`src/rtl/tetris_pkg.sv`:
```
// Shared Tetris constants, the line-clear FSM state type and the score table.
// Scoring helpers are used only when LINE_CLEAR_SCORE_EN is defined.
package tetris_pkg;

    localparam int ROWS    = 22;
    localparam int COLS    = 10;
    localparam int CNT_W   = 5;
    localparam int SCORE_W = 20;
    localparam int PTR_W   = 5;

    typedef logic [ROWS-1:0][COLS-1:0] grid_t;

    typedef enum logic [1:0] {
        IDLE = 2'd0,
        SCAN = 2'd1,
        DONE = 2'd2
    } lc_state_e;

    localparam logic [SCORE_W-1:0] SCORE_L0 = 20'd0;
    localparam logic [SCORE_W-1:0] SCORE_L1 = 20'd40;
    localparam logic [SCORE_W-1:0] SCORE_L2 = 20'd100;
    localparam logic [SCORE_W-1:0] SCORE_L3 = 20'd300;
    localparam logic [SCORE_W-1:0] SCORE_L4 = 20'd1200;

    function automatic logic [SCORE_W-1:0] score_for(input logic [CNT_W-1:0] lines);
        case (lines)
            5'd0:    return SCORE_L0;
            5'd1:    return SCORE_L1;
            5'd2:    return SCORE_L2;
            5'd3:    return SCORE_L3;
            default: return SCORE_L4;
        endcase
    endfunction

    // Adds with saturation at the all-ones value instead of wrapping.
    function automatic logic [SCORE_W-1:0] sat_add(input logic [SCORE_W-1:0] a,
                                                   input logic [SCORE_W-1:0] b);
        logic [SCORE_W:0] sum;
        sum = {1'b0, a} + {1'b0, b};
        if (sum[SCORE_W]) begin
            return {SCORE_W{1'b1}};
        end else begin
            return sum[SCORE_W-1:0];
        end
    endfunction

endpackage

```
`src/rtl/line_clear_shift.sv`:
```
// Combinational row removal: drops row ptr_i, moves rows above it down by one
// and inserts an empty row at the top.
module line_clear_shift
    import tetris_pkg::*;
(
    input  logic [ROWS-1:0][COLS-1:0] grid_i,
    input  logic [PTR_W-1:0]          ptr_i,
    output logic [ROWS-1:0][COLS-1:0] grid_o
);

    // Row 0 always becomes empty; rows at or below the pointer take their upper neighbour.
    always_comb begin
        grid_o = '0;
        for (int r = 1; r < ROWS; r++) begin
            if (PTR_W'(r) <= ptr_i) begin
                grid_o[r] = grid_i[r-1];
            end else begin
                grid_o[r] = grid_i[r];
            end
        end
    end

endmodule

```
`src/rtl/line_clear.sv`:
```
// Line-clear stage: scans a grid snapshot bottom-up, removes full rows and
// publishes the compacted grid. Optional scoring: LINE_CLEAR_SCORE_EN.
module line_clear
    import tetris_pkg::*;
(
    input  logic                      clk,
    input  logic                      reset,
    input  logic                      start,
    input  logic [ROWS-1:0][COLS-1:0] grid_in,
    output logic                      busy,
    output logic                      done,
    output logic [ROWS-1:0][COLS-1:0] grid_out,
    output logic [CNT_W-1:0]          lines_cleared
`ifdef LINE_CLEAR_SCORE_EN
    ,
    output logic [SCORE_W-1:0]        score
`endif
);

    lc_state_e                 state_q, state_d;
    logic [PTR_W-1:0]          ptr_q, ptr_d;
    logic [CNT_W-1:0]          cnt_q, cnt_d;
    logic [ROWS-1:0][COLS-1:0] work_q, work_d;
    logic [ROWS-1:0][COLS-1:0] grid_out_q, grid_out_d;
    logic [CNT_W-1:0]          lines_q, lines_d;
    logic                      busy_q, busy_d;
    logic                      done_q, done_d;
    logic [ROWS-1:0][COLS-1:0] shifted_s;
    logic                      row_full_s;
`ifdef LINE_CLEAR_SCORE_EN
    logic [SCORE_W-1:0]        score_q, score_d;
`endif

    line_clear_shift u_shift (
        .grid_i (work_q),
        .ptr_i  (ptr_q),
        .grid_o (shifted_s)
    );

    assign row_full_s = &work_q[ptr_q];

    // Next-state and next-output logic for the scan FSM.
    always_comb begin
        state_d    = state_q;
        ptr_d      = ptr_q;
        cnt_d      = cnt_q;
        work_d     = work_q;
        grid_out_d = grid_out_q;
        lines_d    = lines_q;
        busy_d     = busy_q;
        done_d     = 1'b0;
`ifdef LINE_CLEAR_SCORE_EN
        score_d    = score_q;
`endif
        case (state_q)
            IDLE: begin
                if (start) begin
                    state_d = SCAN;
                    work_d  = grid_in;
                    ptr_d   = PTR_W'(ROWS - 1);
                    cnt_d   = '0;
                    busy_d  = 1'b1;
                end else begin
                    busy_d  = 1'b0;
                end
            end
            SCAN: begin
                // A cleared row keeps the pointer so the row shifted into it is re-examined.
                if (row_full_s) begin
                    work_d = shifted_s;
                    cnt_d  = cnt_q + CNT_W'(1);
                end else if (ptr_q == '0) begin
                    state_d    = DONE;
                    busy_d     = 1'b0;
                    done_d     = 1'b1;
                    grid_out_d = work_q;
                    lines_d    = cnt_q;
`ifdef LINE_CLEAR_SCORE_EN
                    score_d    = sat_add(score_q, score_for(cnt_q));
`endif
                end else begin
                    ptr_d = ptr_q - PTR_W'(1);
                end
            end
            DONE: begin
                state_d = IDLE;
                busy_d  = 1'b0;
            end
            default: begin
                state_d = IDLE;
                busy_d  = 1'b0;
            end
        endcase
    end

    // State and output registers with synchronous reset.
    always_ff @(posedge clk) begin
        if (reset) begin
            state_q    <= IDLE;
            ptr_q      <= '0;
            cnt_q      <= '0;
            work_q     <= '0;
            grid_out_q <= '0;
            lines_q    <= '0;
            busy_q     <= 1'b0;
            done_q     <= 1'b0;
`ifdef LINE_CLEAR_SCORE_EN
            score_q    <= '0;
`endif
        end else begin
            state_q    <= state_d;
            ptr_q      <= ptr_d;
            cnt_q      <= cnt_d;
            work_q     <= work_d;
            grid_out_q <= grid_out_d;
            lines_q    <= lines_d;
            busy_q     <= busy_d;
            done_q     <= done_d;
`ifdef LINE_CLEAR_SCORE_EN
            score_q    <= score_d;
`endif
        end
    end

    assign busy          = busy_q;
    assign done          = done_q;
    assign grid_out      = grid_out_q;
    assign lines_cleared = lines_q;
`ifdef LINE_CLEAR_SCORE_EN
    assign score         = score_q;
`endif

endmodule

```
`config.mk`:
```
export PLATFORM = sky130hd
export DESIGN_NAME = line_clear
export DESIGN_NICKNAME = d
export VERILOG_FILES = /design/src/rtl/tetris_pkg.sv /design/src/rtl/line_clear_shift.sv /design/src/rtl/line_clear.sv
export SDC_FILE = /design/constraint.sdc
export NUM_CORES = 1
export LEC_CHECK = 0
export BUFFER_PORTS_ARGS = -buffer_cell sky130_fd_sc_hd__buf_2
export CORE_MARGIN = 2
export CORE_UTILIZATION = 60
export DETAILED_ROUTE_END_ITERATION = 12
export PLACE_DENSITY_LB_ADDON = 0.1
export SYNTH_ARGS = -nofsm -noshare
export SYNTH_HDL_FRONTEND = slang
export SYNTH_SLANG_ARGS = --single-unit
```
`constraint.sdc`:
```
create_clock -name clk -period 7 [get_ports clk]
set_clock_uncertainty 0.1 [all_clocks]
set_input_delay 0.7 -clock clk [delete_from_list [all_inputs] [get_ports clk]]
set_output_delay 0.7 -clock clk [all_outputs]
set_load 0.1 [all_outputs]
```
; Word level (Yosys, flattened, before mapping)
; Index checks and enable logic that the tools add are counted.
[classes]
addsub = 2
magnitude_cmp = 22
eq_ne = 27
mux = 42
n_bitwise = 2
reduce_logical = 31
[ops]
columns = cell, n
row1 = $mux W220, 2
row2 = $pmux W220 S2, 1
row3 = $mux W10, 22
row4 = $reduce_and A4 Y1, 22
row5 = $bmux W10 S5, 1
row6 = $ne A2 B1 Y1 const B, 21
row7 = $le A4 B5 Y1 const A, 8
row8 = $le A5 B5 Y1 const A, 6
row9 = $mux W5, 5
row10 = $le A3 B5 Y1 const A, 4
row11 = $pmux W5 S2, 2
row12 = $le A2 B5 Y1 const A, 2
row13 = $ne A2 B2 Y1 const B, 5
row14 = $reduce_and A10 Y1, 1
row15 = $reduce_and A3 Y1, 3
row16 = $lt A5 B6 Y1 const B, 1
row17 = $mux W2, 3
row18 = $add A5 B1 Y5 const B, 1
row19 = $le A1 B5 Y1 const A, 1
row20 = $logic_not A5 Y1, 1
row21 = $sub A5 B1 Y5 const B, 1
row22 = $mux W1, 4
row23 = $pmux W2 S2, 1
row24 = $reduce_or A3 Y1, 1
row25 = 6 further kinds, 7
[word_totals]
register_bits = 459
in_bits = 223
output_inout_bits = 227
wordCells = 176

; Longest topological paths before layout
[depth]
ltp_word = 5
depth_mapped = 14
mapped_depth_nobuf = 8

; Modules after synthesis
; Synthesis repeated with hierarchy kept, for this count alone.
[unflattened]
hier_cells = 2455
area_unflattened_um2 = 21866.0
[modules_own_cells]
columns = module, n_inst, cells_per_inst, area_per_inst_um2, seq_area_each_um2
row1 = line_clear, 1, 2193, 19068.3, 9188.8
row2 = line_clear_shift, 1, 262, 2797.7, 0.0

; Least setup slack after synthesis
; Ideal clock, no wire load.
[synth_path]
path_kind = register -> register
from = register ptr_q[1]
to = register cnt_q[3]
setup_ns = 0.070
arrival_time_ns = 2.696
required_time_ns = 6.830
path_slack_ns = 4.134
stages_incl_launch_ff = 13
n_path_buf = 4
path_cell_list = dfxtp_1 buf_4 buf_6 and2b_1 a22oi_1 o22a_1 o211ai_1 nand4_2 or4_1 buf_2 buf_6 or3_1 a21oi_1
[synth_via]
elab_chain_len = 5
[synth_lines]
columns = element, line_no
row1 = from (decl), line_clear.sv:21  ; logic [PTR_W-1:0] ptr_q, ptr_d;
row2 = from (signal assigned), line_clear.sv:112  ; ptr_q <= ptr_d;
row3 = $bmux W10 S5, line_clear.sv:40  ; assign row_full_s = &work_q[ptr_q];
row4 = $mux W10 (implied by the code), line_clear.sv:40
row5 = $reduce_and A10 Y1, line_clear.sv:40
row6 = $ne A2 B2 Y1 (no line), n/a
row7 = $reduce_and A3 Y1 (no line), n/a
row8 = to (signal assigned), line_clear.sv:113  ; cnt_q <= cnt_d;
row9 = to (decl), line_clear.sv:22  ; logic [CNT_W-1:0] cnt_q, cnt_d;
; No other way between the ends. The select of a mux whose other input is x is not followed.
; A chain may end at the register's enable or synchronous reset.

; Final worst setup path
[layout_path]
from = register ptr_q[2]
to = register work_q[209] in the netlist's numbering
[layout_via]
elab_chain_len = 5
word_cells_on_any_way = 7
cone_classes = order compare (1) / eq/ne (2) / mux (2) / reduce/logical (2)
[layout_lines]
columns = element, line_no
row1 = $bmux W10 S5, line_clear.sv:40
row2 = $mux W10 (implied by the code), line_clear.sv:40
row3 = $reduce_and A10 Y1, line_clear.sv:40
row4 = $ne A2 B2 Y1 (no line), n/a
row5 = $reduce_and A4 Y1 (no line) *, n/a
row6 = to (signal assigned), line_clear.sv:114  ; work_q <= work_d;
row7 = to (decl), line_clear.sv:23  ; logic [ROWS-1:0][COLS-1:0] work_q, work_d;
; Every way passes the cells marked *; elsewhere a longest branch is shown, timed or not. The select of a mux whose other input is x is not followed.

==> flow_metrics.tcl <==
set metrics [dict create \
    outcome "finished with violations" \
    violations "capacitance limit, slew limit" \
    layout_common_cells "dfxtp_1 (458), buf_2 (449), a31o_2 (175)" \
    worstSetupStartpointType "flip-flop" \
    clkLatencyLatePin_ps 580 \
    period_share_pct 79.56 \
    synth_area_um2 21520 \
    cpMaxStageDelayCell "dfxtp_1" \
    crit_arrival_ps 5970 \
    grt_pass1_wl_um 120400 \
    path_clk_slew_ps 60 \
    port_buffers 449 \
    core_area_um2 35480 \
    end_kind "flip-flop" \
    ys_seq_area_share_pct 42.69 \
    routed_via_density 7.072 \
    yosys_most_used_dff "dfxtp_1" \
    antenna_found_initial 5 \
    num-nets-final 2692 \
    mostFrequentLayoutCell "dfxtp_1" \
    fill_cells 2748 \
    slowest_delay_ps 960 \
    synth_edf_count 0 \
    grt.busiest_layer "met2" \
    initial_core_util_pct 60.66 \
    cts_tree "done" \
    syn_avg_cell_area_um2 9.802 \
    hold_violations 0 \
    relSlewSlack_pct -2.845 \
    finalSetupTns_ps 0 \
    synthTopCellsByArea "dfxtp_1 (43%), a31o_2 (7.1%), nor4b_1 (6.3%)" \
    ctsRootBufferMaster "clkbuf_16" \
    gr-usage-met1_pct 56.13 \
    hold-path-cell-count 3 \
    die_x_um 193.4 \
    p_per_area_nw_per_um2 313.7 \
    leakagePower_nw 10.61 \
    cts_inserted_buffers 47 \
    synthesis.instances 2196 \
    htreeDepth 2 \
    rsz0062_at_grt "no" \
    dr.pass1.iters 6 \
    die_h_um 193.4 \
    cts_buffer_depth 3 \
    worst_slew_pin_slew_ps 1543 \
    r2r_start "ptr_q[2]" \
    synth_cell_types 58 \
    hold-path-endpoint "work_q[5]" \
    cts_sinks 459 \
    crit_family "simple AND/OR/NAND/NOR gates" \
    drcViolationCount 0 \
    peakVddDrop_mv 0.3247 \
    syn-num-nets 2425 \
    hold_path.class "in -> reg" \
    fp-row-count 69 \
    synth_top_area_share_pct 42.69 \
    drv_cap 1 \
    dp_cells 2874 \
    synth_seq_cells 459 \
    num_vias 20926 \
    place_ws_ps 1744 \
    dieArea_um2 37410 \
    finalSetupViolations 0 \
    place_hpwl_um 56190 \
    r2r_slack_ps 1430 \
    syn_to_final_growth_pct 16.50 \
    layout_setup_ws_ps 1431 \
    drtAntennaViolNets 0 \
    grt_pass1_vias 19470 \
    timing.rr.end "work_q[209]" \
    grtUsageMet2_pct 62.00 \
    ctsHoldBuffers 0 \
    synth_top_area_cell "dfxtp_1" \
    crit_chain "nand2b_1, o22ai_1, o21ai_0, o211ai_1, nand4_1, o31ai_4, buf_12, nand2_1, mux2i_1" \
    grtUsageMet3_pct 11.61 \
    synth_warnings 0 \
    grt_use_total_pct 41.22 \
    pin_count 450 \
    grt-ovfl-total 0 \
    globalplace.congestion 0.9347 \
    cts_post_setup_buffers_inserted 0 \
    reg2regPathDepth 9 \
    grt_max_degree 248 \
    drtIter0Drc 2593 \
    cts-resized-gates 0 \
    postRouteWirelength_um 80770 \
    maxSlewViolCount 57 \
    fin_cells 2959 \
    ys_async_sr_fraction_pct 0 \
    path_buf_inv 1 \
    worstPathRequired_ps 7400 \
    post-route-util_pct 70.67 \
    fmax_ghz 0.1796 \
    crit_type "reg -> reg" \
    period_needed_ps 5569 \
    drive_above_1_share_pct 34.98 \
    wl_per_cell_um 27.30 \
    hp-start "grid_in[5]" \
    crit_path_max_fanout 247 \
]
power by group:
| group | internal [mW] | switching, mW |
|---|---|---|
| sequential | 2.88 | 0.417 |
| clock | 1.52 | 1.07 |
| combinational | 0.645 | 1.34 |
through the flow:
stage	hold WS, ps	power, mW	area (um2)
floorplan	347.1	4.629	21520
global placement	357.0	5.208	23490
detailed placement	366.1	5.245	23490
CTS	244.5	7.786	25060
global route	259.5	8.065	25070
finish	257.5	7.866	25080
state kept, by name, indices dropped and copies added, names as in the netlist:
name / count
busy: 1
cnt_q: 5
done: 1
grid_out: 220
lines_cleared: 5
ptr_q: 5
state_q: 2
work_q: 220
synth_stat cells (6+ instances only):
cell and count:
nor4b_1 155, a221oi_1 50, a21oi_1 34, o22ai_1 64, o221a_2 110, inv_1 54, o22a_1 134, o21ai_0 59
ha_1 6, a22oi_1 12, dfxtp_1 459, a311oi_1 11, nor2b_1 6, nand2_1 151, buf_2 49, and3_1 40
clkbuf_1 177, a21oi_4 7, mux2i_1 117, or3_1 15, buf_6 9, mux2_2 12, buf_1 13, a31oi_1 11
nand3_1 15, nor2_1 52, o31ai_1 53, a31o_2 175, nor3_1 31, o211ai_1 60
layout make-up:
class,instances,area [um2],share of cell area (%)
diodes,2,5.005,0.01996
clock buffers,67,1384,5.518
clock inverters,15,187.7,0.7484
inverters,56,217.7,0.8682
multi-input cells,1423,11010,43.89
flip-flops and latches,459,9193,36.66
well taps,461,576.8,2.300
repair buffers,476,2507,9.999
metal layers:
layer  vias up  share of wire (%)
met3       196                 12
met4         8                3.8
li1       9168                  -
met2      1392                 44
met1     10162                 40
met5         -              0.064
kinds of logic after synthesis:
family                   after synthesis  synth area share, %
AO/OA/AOI/OAI                        800                30.87
AND/OR/NAND/NOR                      486                13.43
flip-flops                           459                42.69
buffers and inverters                314                6.377
multiplexers                         131                6.278
adder cells (fa/ha/maj)                6               0.3488
worst max-delay path by stage:
stage               slack, ps           to  startpoint  cells after the start
finish                   1430  work_q[209]    ptr_q[2]                      9
global placement         1700  work_q[158]    ptr_q[2]                      9
global route             1200  work_q[209]    ptr_q[2]                      9
detailed placement       1740  work_q[209]    ptr_q[2]                      9
floorplan                4130     cnt_q[3]    ptr_q[1]                     12
CTS                      1720  work_q[209]    ptr_q[2]                      9
worst register-to-register path: stages (launching register included):
cell and delay [ps]:
dfxtp_1 960, nand2b_1 870, o22ai_1 650, o21ai_0 140
o211ai_1 170, nand4_1 290, o31ai_4 340, buf_12 670
nand2_1 950, mux2i_1 340
No activity file was read; power rests on OpenSTA's default activity.
